**config.mk**
```make
export PLATFORM = sky130hd
export DESIGN_NAME = pts_shift_tx
export DESIGN_NICKNAME = d
export VERILOG_FILES = /design/src/rtl/pts_shift_tx.sv
export SDC_FILE = /design/constraint.sdc
export NUM_CORES = 1
export LEC_CHECK = 0
export BUFFER_PORTS_ARGS = -buffer_cell sky130_fd_sc_hd__buf_4
export CORE_MARGIN = 4
export CORE_UTILIZATION = 45
export CTS_CLUSTER_SIZE = 10
export DETAILED_ROUTE_END_ITERATION = 7
export PLACE_DENSITY = 0.68
export SYNTH_ARGS = -nofsm -noshare
export SYNTH_HDL_FRONTEND = slang
export SYNTH_SLANG_ARGS = --single-unit
```
**constraint.sdc**
```tcl
create_clock -name clk -period 4 [get_ports clk]
set_input_delay 0 -clock clk [delete_from_list [all_inputs] [get_ports clk]]
set_output_delay 0 -clock clk [all_outputs]
set_load 0.005 [all_outputs]
```
**src/rtl/pts_shift_tx.sv**
```systemverilog
// Parallel-to-serial transmitter: ready/valid word load, one bit per shift_enable strobe, idle-high line.
// Optional trailing even-parity bit when PTS_PARITY_EN is defined.
module pts_shift_tx #(
    parameter int NUM_BITS  = 8,
    parameter bit SHIFT_MSB = 1'b1
) (
    input  logic                clk,
    input  logic                n_rst,
    input  logic [NUM_BITS-1:0] par_in,
    input  logic                load_valid,
    output logic                load_ready,
    input  logic                shift_enable,
    output logic                serial_out,
    output logic                busy,
    output logic                done
);

    localparam int CW = (NUM_BITS > 1) ? $clog2(NUM_BITS) : 1;
    localparam logic [CW-1:0] LAST_CNT = CW'(NUM_BITS - 1);

`ifdef PTS_PARITY_EN
    typedef enum logic [1:0] {IDLE, SHIFT, PARITY} state_t;
`else
    typedef enum logic [1:0] {IDLE, SHIFT} state_t;
`endif

    state_t              state_q, state_d;
    logic [NUM_BITS-1:0] shreg_q, shreg_d;
    logic [NUM_BITS-1:0] shifted;
    logic [CW-1:0]       cnt_q, cnt_d;
    logic                serial_q, serial_d;
    logic                busy_q, busy_d;
    logic                done_q, done_d;
    logic                first_bit;
    logic                next_bit;
`ifdef PTS_PARITY_EN
    logic                parity_q, parity_d;
`endif

    // Register moves toward the output end; the vacated end refills with ones.
    always_comb begin
        if (SHIFT_MSB) begin
            shifted   = {shreg_q[NUM_BITS-2:0], 1'b1};
            next_bit  = shifted[NUM_BITS-1];
            first_bit = par_in[NUM_BITS-1];
        end else begin
            shifted   = {1'b1, shreg_q[NUM_BITS-1:1]};
            next_bit  = shifted[0];
            first_bit = par_in[0];
        end
    end

    always_comb begin
        state_d  = state_q;
        shreg_d  = shreg_q;
        cnt_d    = cnt_q;
        serial_d = serial_q;
        busy_d   = busy_q;
        done_d   = 1'b0;
`ifdef PTS_PARITY_EN
        parity_d = parity_q;
`endif
        case (state_q)
            IDLE: begin
                serial_d = 1'b1;
                busy_d   = 1'b0;
                if (load_valid) begin
                    shreg_d  = par_in;
                    cnt_d    = '0;
                    serial_d = first_bit;
                    busy_d   = 1'b1;
                    state_d  = SHIFT;
`ifdef PTS_PARITY_EN
                    parity_d = ^par_in;
`endif
                end
            end
            SHIFT: begin
                if (shift_enable) begin
                    if (cnt_q != LAST_CNT) begin
                        shreg_d  = shifted;
                        serial_d = next_bit;
                        cnt_d    = cnt_q + CW'(1);
                    end else begin
`ifdef PTS_PARITY_EN
                        serial_d = parity_q;
                        state_d  = PARITY;
`else
                        state_d  = IDLE;
                        serial_d = 1'b1;
                        busy_d   = 1'b0;
                        done_d   = 1'b1;
                        shreg_d  = '1;
`endif
                    end
                end
            end
`ifdef PTS_PARITY_EN
            PARITY: begin
                if (shift_enable) begin
                    state_d  = IDLE;
                    serial_d = 1'b1;
                    busy_d   = 1'b0;
                    done_d   = 1'b1;
                    shreg_d  = '1;
                end
            end
`endif
            default: begin
                state_d  = IDLE;
                serial_d = 1'b1;
                busy_d   = 1'b0;
            end
        endcase
    end

    always_ff @(posedge clk or negedge n_rst) begin
        if (!n_rst) begin
            state_q  <= IDLE;
            shreg_q  <= '1;
            cnt_q    <= '0;
            serial_q <= 1'b1;
            busy_q   <= 1'b0;
            done_q   <= 1'b0;
`ifdef PTS_PARITY_EN
            parity_q <= 1'b0;
`endif
        end else begin
            state_q  <= state_d;
            shreg_q  <= shreg_d;
            cnt_q    <= cnt_d;
            serial_q <= serial_d;
            busy_q   <= busy_d;
            done_q   <= done_d;
`ifdef PTS_PARITY_EN
            parity_q <= parity_d;
`endif
        end
    end

    assign load_ready = (state_q == IDLE);
    assign serial_out = serial_q;
    assign busy       = busy_q;
    assign done       = done_q;

endmodule

```
==> results of run 1 <==
what timing repair did:
action,in CTS,in global routing
endpoints found under the hold margin,19,0
setup buffers,0,0
resized for setup,0,0
hold buffers,6,0
cells in the mapped netlist:
cell,number,area share
nor2_1,10,0.053
dfstp_2,8,0.30
xor2_1,1,0.012
mux2_2,2,0.032
ha_1,2,0.035
o21a_1,1,0.011
nor2b_2,1,0.012
dfrtp_1,6,0.21
inv_1,1,0.0053
o22ai_1,2,0.018
nor2b_1,1,0.0089
nand2_1,3,0.016
nand2b_1,2,0.018
a22oi_1,1,0.011
and3_2,1,0.011
a21oi_1,6,0.042
o2bb2ai_1,6,0.074
and2_1,1,0.0089
nor2_8,1,0.028
nor2b_4,1,0.019
mux2i_1,1,0.014
buf_6,2,0.032
buf_12,1,0.028
flip-flops by register name (all words and copies together) (netlist names):
register and count:
serial_out 1, cnt_q 3, state_q 1, done 1
shreg_q 7, busy 1
placed cells by master (no fill, tap or decap), types with 3 or more instances in the layout:
cell           count
nor2_1            10
o2bb2ai_1          6
nand2_1            3
a21oi_1            6
dfrtp_1            6
dlygate4sd3_1      6
clkbuf_4           3
dfstp_2            8
buf_4             15
worst max-delay path by stage:
stage / slack [ps] / to / from
detailed placement: 2560 / cnt_q[1]$_DFFE_PN0P_ / cnt_q[0]$_DFFE_PN0P_
global route: 2020 / serial_out$_DFFE_PN1P_ / cnt_q[0]$_DFFE_PN0P_
floorplan: 2620 / cnt_q[1]$_DFFE_PN0P_ / cnt_q[0]$_DFFE_PN0P_
finish: 2130 / serial_out$_DFFE_PN1P_ / cnt_q[0]$_DFFE_PN0P_
CTS: 2120 / serial_out$_DFFE_PN1P_ / cnt_q[0]$_DFFE_PN0P_
global placement: 2580 / cnt_q[1]$_DFFE_PN0P_ / cnt_q[0]$_DFFE_PN0P_
power groups by stage:
stage / logic, mW / registers [mW] / clock network [mW]
detailed placement: 0.216 / 0.273 / 0
finish: 0.224 / 0.269 / 0.0829
CTS: 0.229 / 0.270 / 0.0844
floorplan: 0.178 / 0.259 / 0
global route: 0.256 / 0.280 / 0.0933
global placement: 0.211 / 0.270 / 0
logic make-up after synthesis:
logic type	share of synthesized area
adder cells (fa/ha/maj)	0.0354
AND/OR/NAND/NOR	0.175
multiplexers	0.0460
buffers and inverters	0.0655
AO/OA/AOI/OAI	0.156
XOR/XNOR	0.0124
flip-flops	0.510
metrics by stage:
stage               power, mW  area [sq um]  hold slack, ps
floorplan               0.437           707            -296
global placement        0.482           797            -144
detailed placement      0.489           797            -141
CTS                     0.583           883            7.85
global route            0.629           883            12.6
finish                  0.576           883           0.572
layer usage:
| metal | global-route usage | part of all wire |
|---|---|---|
| met1 | 0.181 | 0.48 |
| met2 | 0.211 | 0.46 |
| met3 | 0.0226 | 0.044 |
| met4 | 0.0645 | 0.019 |
| met5 | 0 | 0 |
layout make-up:
cell class                      count  share of cell area
Tap cell                           16              0.0227
Timing Repair Buffer               21               0.195
Inverter                            1             0.00425
Multi-Input combinational cell     43               0.340
Clock buffer                        4              0.0297
Sequential cell                    14               0.408
worst register-to-register path: stages (launching register included):
cell and delay (ps):
dfrtp_1 410, ha_1 210, ha_1 210, nand2b_1 180, o22ai_1 140, a22oi_1 100
dlygate4sd3_1 560
==> Flow_metrics.wiki, run 1 <==
{| class="wikitable"
! Metric !! Value
|-
| Core outline area || 0.00149 sq mm
|-
| Count of distinct cell types in the synthesized netlist || 23
|-
| Delay of the slowest cell on the worst path || 560 ps
|-
| Worst supply voltage drop on vdd || 0.000384 V
|-
| Die ar. || 0.00227 sq mm
|-
| Sinks on Clock Net || 14
|-
| Number of buffer and inverter instances along the worst setup path || 1
|-
| Vertical die dimension || 47.6 um
|-
| TritonCTS clock tree || done
|-
| Fin worst setup slack || 2130 ps
|-
| Final HPWL from detailed placement || 890 um
|-
| Kind of cell with the highest combined delay on the critical path || buffers and inverters
|-
| Minimum setup slack among reg-to-reg paths || 2130 ps
|-
| Min Tclk post-route || 1870 ps
|-
| Leakage power summed over all cells || 0.394 nW
|-
| Number of synthesized register bits || 14
|-
| Last weighted congestion value of the routability-driven placer || 0.684
|-
| Placement-stage worst setup slack || 2560 ps
|-
| Least-Margin Pin Slew || 399 ps
|-
| Placed Cells || 89
|-
| Total Routed Length || 1.23 mm
|-
| Mean number of vias per cell || 5.09
|-
| Post-Route Utilization || 0.593
|-
| Setup repair after global routing missed its margin || no
|-
| Non-filler cells, final || 99
|-
| Critical Path Stages || 6
|-
| Count of mapped cells out of synthesis || 61
|-
| Final clock skew || 7.36 ps
|-
| Critical Path Sink Type || flop
|-
| Clock tree root buffer cell || clkbuf_4
|-
| Net count, final || 98
|-
| Number of placement rows || 14
|-
| Destination of the worst register-to-register timing path || serial_out$_DFFE_PN1P_
|-
| Depth of the worst register-to-register path || 6
|-
| Number of vias in the routed layout || 504
|-
| Min-Delay Path Class || primary input to flop
|-
| All-layer global routing usage || 0.135
|-
| Pins Over Slew Limit || 0
|-
| Sequential cell area fraction in the yosys report || 0.510
|-
| Number of global-route vias before repair || 532
|-
| Number of fill cells || 139
|-
| Clock network latency to the later pin of the worst-skew pair || 280 ps
|-
| Wire length of the first global-routing pass || 2.14 mm
|-
| Flip-flop and latch area || 360 sq um
|-
| Areal power density over the cells || 652 mW/mm^2
|-
| Design internal power || 0.394 mW
|-
| Antenna diodes || 0
|-
| Total congestion overflow || 0
|-
| Reg2Reg Launch Point || cnt_q[0]$_DFFE_PN0P_
|-
| Drt pass-1 iters || 4
|-
| Wirelength per Cell || 12.4 um
|-
| Run status || completed
|-
| Largest net degree at the start of global routing || 15
|-
| Min-Delay Endpoint || shreg_q[0]$_DFFE_PN1P_
|-
| CP Class || flop to flop
|-
| Cell type with the highest occurrence count on the critical path || ha_1
|-
| Data required time of the critical path || 4210 ps
|-
| Number of clock buffers inserted by TritonCTS || 3
|-
| Initial cell density of the core || 0.475
|-
| Final count of hold timing violations || 0
|-
| Endpoints failing setup || 0
|-
| Maximum fanout count along the critical path || 4
|-
| Number of routed nets with antenna violations || 0
|-
| Hold path start || shift_enable
|-
| Area growth from synthesis to layout || 25.0%
|-
| Port Buffer Count || 15
|-
| Power share of the clock group || 0.144
|-
| Number of maximum-capacitance constraint violations || 0
|-
| Hold path cells || 3
|-
| Max stage delay cell, worst path || dlygate4sd3_1
|-
| Total negative slack || 0 ps
|-
| Synthesized net count || 75
|-
| Netlist area before placement || 707 sq um
|-
| Starting DRT DRC Count || 3
|-
| Area of the multi-input gates || 300 sq um
|-
| Fraction of power consumed by combinational cells || 0.388
|-
| Clock tree buffer depth || 2
|-
| Share of final-layout standard cells stronger than drive strength 1 || 0.386
|-
| Maximum frequency from static timing analysis || 0.535 GHz
|-
| Maximum level of the CTS H-tree || 1
|-
| Clock transition at the registers of the reported paths || 80 ps
|-
| Critical-path cell list || ha_1, ha_1, nand2b_1, o22ai_1, a22oi_1, dlygate4sd3_1
|-
| Worst slew margin relative to its limit || 0.734
|-
| Switching share of power || 0.316
|-
| Yosys synthesis warning count || 0
|-
| Post-Syn Area per Cell || 11.6 sq um
|-
| Portion of the clock cycle consumed by the worst path in the final layout || 0.467
|-
| Data arrival time of the critical path || 2080 ps
|-
| Number of ports placed on the die boundary || 16
|-
| Switching power summed over all nets || 0.182 mW
|-
| Startpoint types || flop
|-
| X dimension of the die || 47.6 um
|-
| Antenna violations before repair || 0
|-
| Reg power frac || 0.468
|-
| Number of DRC violations after detailed routing || 0
|}
No activity file was read; power rests on OpenSTA's default activity.
==> run 2, diff against run 1 <==
Clock period 4 ns to 1.79 ns, I/O delays scaled along.
==> Flow_metrics.wiki, run 2 (synthesis gave the netlist of run 1 again) <==
{| class="wikitable"
! Metric !! Value
|-
| Run status || completed
|-
| Area growth from synthesis to layout || 25.0% (unchanged)
|-
| Data arrival time of the critical path || 1620 ps (-460 ps)
|-
| Total Routed Length || 1.25 mm (+2.0%)
|-
| Cell type with the highest occurrence count on the critical path || ha_1
|-
| Clock tree root buffer cell || clkbuf_4
|-
| Clock network latency to the later pin of the worst-skew pair || 280 ps (about the same)
|-
| Vertical die dimension || 47.6 um (unchanged)
|-
| Critical Path Sink Type || flop
|-
| Drt pass-1 iters || 2 (-2)
|-
| Mean number of vias per cell || 5.17 (+1.6%)
|-
| Endpoints failing setup || 0 (unchanged)
|-
| Critical-path cell list || ha_1, ha_1, nor2_1, mux2_2
|-
| All-layer global routing usage || 0.133 (-0.00221)
|-
| Placed Cells || 89 (unchanged)
|-
| Pins Over Slew Limit || 0 (unchanged)
|-
| CP Class || flop to flop
|-
| Flip-flop count of the largest register after layout || 7 (unchanged)
|-
| Number of clock buffers inserted by TritonCTS || 3 (unchanged)
|-
| Buffer count from post-CTS setup fixing || 0 (unchanged)
|-
| Data required time of the critical path || 1950 ps (-2260 ps)
|-
| Core outline area || 0.00149 sq mm (unchanged)
|-
| Commonest cells after routing, fill and taps aside || buf_4 (15), nor2_1 (10), dfstp_2 (8)
|-
| Last weighted congestion value of the routability-driven placer || 0.684 (unchanged)
|-
| Leakage power summed over all cells || 0.394 nW (+0.13%)
|-
| Sinks on Clock Net || 14 (unchanged)
|-
| Maximum frequency from static timing analysis || 0.684 GHz (+28%)
|-
| Antenna diodes || 0 (unchanged)
|-
| Kind of cell with the highest combined delay on the critical path || adder cells
|-
| Least-Margin Pin Slew || 411 ps (+12.0 ps)
|-
| Largest net degree at the start of global routing || 15 (unchanged)
|-
| Min Tclk post-route || 1460 ps (-408 ps)
|-
| Initial cell density of the core || 0.475 (unchanged)
|-
| Max stage delay cell, worst path || dfrtp_1
|-
| Number of global-route vias before repair || 524 (-1.5%)
|-
| Wirelength per Cell || 12.7 um (+2.0%)
|-
| Total negative slack || 0 ps (unchanged)
|-
| Final HPWL from detailed placement || 890 um (unchanged)
|-
| Number of vias in the routed layout || 512 (+1.6%)
|-
| Total power || 1.27 mW (+120%)
|-
| Final clock skew || 7.40 ps (+0.0377 ps)
|-
| Maximum level of the CTS H-tree || 1 (unchanged)
|-
| Antenna violations before repair || 0 (unchanged)
|-
| Number of routed nets with antenna violations || 0 (unchanged)
|-
| Non-filler cells, final || 99 (unchanged)
|-
| Net count, final || 98 (unchanged)
|-
| Port Buffer Count || 15 (unchanged)
|-
| Starting DRT DRC Count || 6 (+3)
|-
| Share of final-layout standard cells stronger than drive strength 1 || 0.386 (unchanged)
|-
| Areal power density over the cells || 1440 mW/mm^2 (+120%)
|-
| Startpoint types || flop
|-
| Worst slew margin relative to its limit || 0.726 (-0.00803)
|-
| Number of buffer and inverter instances along the worst setup path || 0 (-1)
|-
| Minimum setup slack among reg-to-reg paths || 330 ps (-1800 ps)
|-
| Instance area after placement || 797 sq um (unchanged)
|-
| Final count of hold timing violations || 0 (unchanged)
|-
| Total congestion overflow || 0 (unchanged)
|-
| Largest registers in the final layout || shreg_q x7, cnt_q x3
|-
| Maximum fanout count along the critical path || 4 (unchanged)
|-
| Post-Route Utilization || 0.593 (unchanged)
|-
| Number of maximum-capacitance constraint violations || 0 (unchanged)
|-
| Number of ports placed on the die boundary || 16 (unchanged)
|-
| TritonCTS clock tree || done
|-
| Depth of the worst register-to-register path || 4 (-2)
|-
| Delay of the slowest cell on the worst path || 410 ps (-150 ps)
|-
| Die ar. || 0.00227 sq mm (unchanged)
|-
| Min-Delay Path Class || primary input to flop
|-
| Clock tree buffer depth || 2 (unchanged)
|-
| Wire length of the first global-routing pass || 2.10 mm (-1.6%)
|-
| Leading cell type in the layout, fill and taps excluded || buf_4
|-
| Setup repair after global routing missed its margin || no
|-
| X dimension of the die || 47.6 um (unchanged)
|-
| Portion of the clock cycle consumed by the worst path in the final layout || 0.817 (+0.349)
|-
| Hold path cells || 3 (unchanged)
|-
| Critical Path Stages || 4 (-2)
|-
| Final non-filler cell area || 883 sq um (unchanged)
|-
| Number of placement rows || 14 (unchanged)
|-
| Largest register by flop count || shreg_q
|-
| Number of DRC violations after detailed routing || 0 (unchanged)
|-
| Worst supply voltage drop on vdd || 0.000890 V (+130%)
|-
| Clock transition at the registers of the reported paths || 80 ps (about the same)
|}
==> run 2: final cells by class <==
cell class | count | area [sq um]
repair buffers | 21 | 173
fillers | 137 | 606
well taps | 16 | 20.0
clock buffers | 4 | 26.3
inverters | 1 | 3.75
flip-flops and latches | 14 | 360
multi-input cells | 43 | 300
==> run 2: worst paths after layout <==
check	startpoint	endpoint
min	shift_enable	shreg_q[0]$_DFFE_PN1P_
max	cnt_q[0]$_DFFE_PN0P_	cnt_q[2]$_DFFE_PN0P_
min in group asynchronous	n_rst	cnt_q[1]$_DFFE_PN0P_
max in group asynchronous	n_rst	shreg_q[0]$_DFFE_PN1P_
max reg2reg	cnt_q[0]$_DFFE_PN0P_	cnt_q[2]$_DFFE_PN0P_
min reg2reg	shreg_q[5]$_DFFE_PN1P_	shreg_q[5]$_DFFE_PN1P_
==> run 2: power breakdown <==
group / switching, mW / leakage [nW] / internal [mW]
Clock: 0.0980 / 0.0150 / 0.0864
Sequential: 0.0898 / 0.154 / 0.513
Combinational: 0.219 / 0.225 / 0.265
Total: 0.407 / 0.394 / 0.865
==> run 2: routing by layer <==
layer / track usage / vias up / wire length (um)
li1: - / 256 / -
met1: 0.186 / 247 / 617
met2: 0.198 / 7 / 570
met3: 0.0226 / 2 / 54
met4: 0.0645 / 0 / 12
met5: 0 / - / 0
==> run 2: repair_timing <==
action / 4_1_cts / 5_1_grt
endpoints found under the hold margin: 19 / 0
hold buffers: 6 / 0
gates resized for setup: 0 / 0
==> run 2: per-stage QoR <==
| stage | hold slack [ps] | setup WS [ps] |
|---|---|---|
| 6_report | 5.93 | 328 |
| 3_3_place_gp | -144 | 373 |
| 2_1_floorplan | -296 | 410 |
| 4_1_cts | 7.85 | 333 |
| 5_1_grt | 12.6 | 245 |
| 3_5_place_dp | -141 | 349 |
==> run 2: worst reg2reg max path, delay by kind of cell, from the launching register on <==
family                   cells  cell delay (ps)
adder cells (fa/ha/maj)      2              420
flip-flops                   1              410
multiplexers                 1              350
AND/OR/NAND/NOR              1              170
==> run 3, diff against run 2 <==
Clock period 1.79 ns to 1.5 ns, I/O delays scaled along.
==> Flow_metrics.wiki, run 3 (synthesis gave the netlist of run 1 again) <==
{| class="wikitable"
! Metric !! Value
|-
| Data required time of the critical path || 1670 ps (-280 ps)
|-
| Leakage power summed over all cells || 0.426 nW (+8.1%)
|-
| Number of clock buffers inserted by TritonCTS || 3 (unchanged)
|-
| Critical Path Sink Type || flop
|-
| Initial cell density of the core || 0.475 (unchanged)
|-
| Starting DRT DRC Count || 7 (+1)
|-
| Flip-flop and latch area || 360 sq um (unchanged)
|-
| Pins Over Slew Limit || 0 (unchanged)
|-
| Maximum frequency from static timing analysis || 0.723 GHz (+5.7%)
|-
| Core outline area || 0.00149 sq mm (unchanged)
|-
| Number of routed nets with antenna violations || 0 (unchanged)
|-
| Portion of the clock cycle consumed by the worst path in the final layout || 0.922 (+0.106)
|-
| Areal power density over the cells || 1670 mW/mm^2 (+16%)
|-
| Mean number of vias per cell || 5.24 (+1.3%)
|-
| Wirelength per Cell || 13.6 um (+7.0%)
|-
| Die ar. || 0.00227 sq mm (unchanged)
|-
| Sinks on Clock Net || 14 (unchanged)
|-
| Clock tree root buffer cell || clkbuf_4
|-
| Drt pass-1 iters || 4 (+2)
|-
| Number of global-route vias before repair || 537 (+2.5%)
|-
| Run status || completed
|-
| Least-Margin Pin Slew || 394 ps (-17.6 ps)
|-
| Number of ports placed on the die boundary || 16 (unchanged)
|-
| Leading cell type in the layout, fill and taps excluded || buf_4
|-
| Number of placement rows || 14 (unchanged)
|-
| Number of DRC violations after detailed routing || 0 (unchanged)
|-
| Worst supply voltage drop on vdd || 0.00102 V (+15%)
|-
| Wire length of the first global-routing pass || 2.34 mm (+11%)
|-
| X dimension of the die || 47.6 um (unchanged)
|-
| Largest register by flop count || shreg_q
|-
| Antenna diodes || 0 (unchanged)
|-
| Last weighted congestion value of the routability-driven placer || 0.701 (+2.5%)
|-
| Endpoints failing setup || 0 (unchanged)
|-
| Largest registers in the final layout || shreg_q x7, cnt_q x3
|-
| Commonest cells after routing, fill and taps aside || buf_4 (16), dlygate4sd3_1 (11), nor2_1 (9)
|-
| Post-Route Utilization || 0.647 (+0.0538)
|-
| Min Tclk post-route || 1380 ps (-78.2 ps)
|-
| Clock network latency to the later pin of the worst-skew pair || 280 ps (about the same)
|-
| Startpoint types || flop
|-
| Area of the multi-input gates || 313 sq um (+4.2%)
|-
| Flip-flop count of the largest register after layout || 7 (unchanged)
|-
| Maximum fanout count along the critical path || 4 (unchanged)
|-
| Final count of hold timing violations || 0 (unchanged)
|-
| CP Class || flop to flop
|-
| Vertical die dimension || 47.6 um (unchanged)
|-
| Data arrival time of the critical path || 1560 ps (-60 ps)
|-
| Number of maximum-capacitance constraint violations || 0 (unchanged)
|-
| Final HPWL from detailed placement || 903 um (+1.5%)
|-
| Total congestion overflow || 0 (unchanged)
|-
| Clock tree buffer depth || 2 (unchanged)
|-
| Total Routed Length || 1.42 mm (+13%)
|-
| Number of fill cells || 129 (-5.8%)
|-
| Area growth from synthesis to layout || 36.3%
|-
| Min-Delay Path Class || primary input to async pin
|-
| Number of vias in the routed layout || 550 (+7.4%)
|-
| TritonCTS clock tree || done
|-
| Port Buffer Count || 15 (unchanged)
|-
| Total negative slack || 0 ps (unchanged)
|-
| Total power || 1.61 mW (+27%)
|-
| Instance area after placement || 805 sq um (+0.94%)
|-
| Net count, final || 104 (+6.1%)
|-
| Clock transition at the registers of the reported paths || 80 ps (about the same)
|-
| Setup repair after global routing missed its margin || no
|-
| Depth of the worst register-to-register path || 4 (unchanged)
|-
| All-layer global routing usage || 0.157 (+0.0238)
|-
| Largest net degree at the start of global routing || 15 (unchanged)
|-
| Share of final-layout standard cells stronger than drive strength 1 || 0.416 (+0.0302)
|-
| Final non-filler cell area || 963 sq um (+9.1%)
|-
| Final clock skew || 0.567 ps (-6.83 ps)
|-
| Minimum hold slack || 95.6 ps (+89.7 ps)
|-
| Maximum level of the CTS H-tree || 1 (unchanged)
|-
| Worst slew margin relative to its limit || 0.738 (+0.0117)
|-
| Antenna violations before repair || 0 (unchanged)
|}
-- run 3: cell count changes in the layout (fill, tap and decap cells not counted), sizes merged --
cell / before / now
dlygate4sd3: 6 / 11
buf: 15 / 16
-- run 3: critical path: stages, from the launching register on --
cell	delay (ps)
dfrtp_1	410
ha_1	210
ha_2	190
nor2_2	120
mux2_2	340
-- run 3: layout make-up --
cell class,count,share of cell area
Sequential cell,14,0.374
Multi-Input combinational cell,43,0.325
Tap cell,16,0.0208
Timing Repair Buffer,27,0.239
Clock buffer,4,0.0377
Inverter,1,0.00390
-- run 3: per-layer routing --
layer | global-route usage | vias to the layer above | wire [um]
met1 | 0.188 | 264 | 610
met2 | 0.238 | 12 | 698
met5 | 0 | - | 0
li1 | - | 269 | -
met4 | 0.0806 | 0 | 35
met3 | 0.0677 | 5 | 79
-- run 3: path summary, 6_finish.rpt --
kind | start | end | slack [ps]
setup / recovery | cnt_q[0]$_DFFE_PN0P_ | cnt_q[2]$_DFFE_PN0P_ | 120
hold / removal | n_rst | busy$_DFFE_PN0P_ | 100
setup reg to reg | cnt_q[0]$_DFFE_PN0P_ | cnt_q[2]$_DFFE_PN0P_ | 120
hold reg to reg | shreg_q[6]$_DFFE_PN1P_ | shreg_q[6]$_DFFE_PN1P_ | 490
max in group asynchronous | n_rst | shreg_q[0]$_DFFE_PN1P_ | 1170
min in group clk | load_valid | serial_out$_DFFE_PN1P_ | 440
-- run 3: timing repair --
item	CTS	global route
endpoints found under the hold margin	23	0
gates resized for setup	0	3
setup buffers	0	0
endpoints found under the setup margin	0	3
hold buffers	11	0
-- run 3: stage by stage --
stage / cells / worst slack, ps
6_report: 105 / 116
2_1_floorplan: 61 / 120
3_3_place_gp: 90 / 81.2
3_5_place_dp: 90 / 35.2
5_1_grt: 105 / 37.2
4_1_cts: 105 / 26.4
-- run 3: where the power goes --
group,switching (mW),internal (mW)
logic,0.276,0.346
registers,0.111,0.612
clock network,0.121,0.148
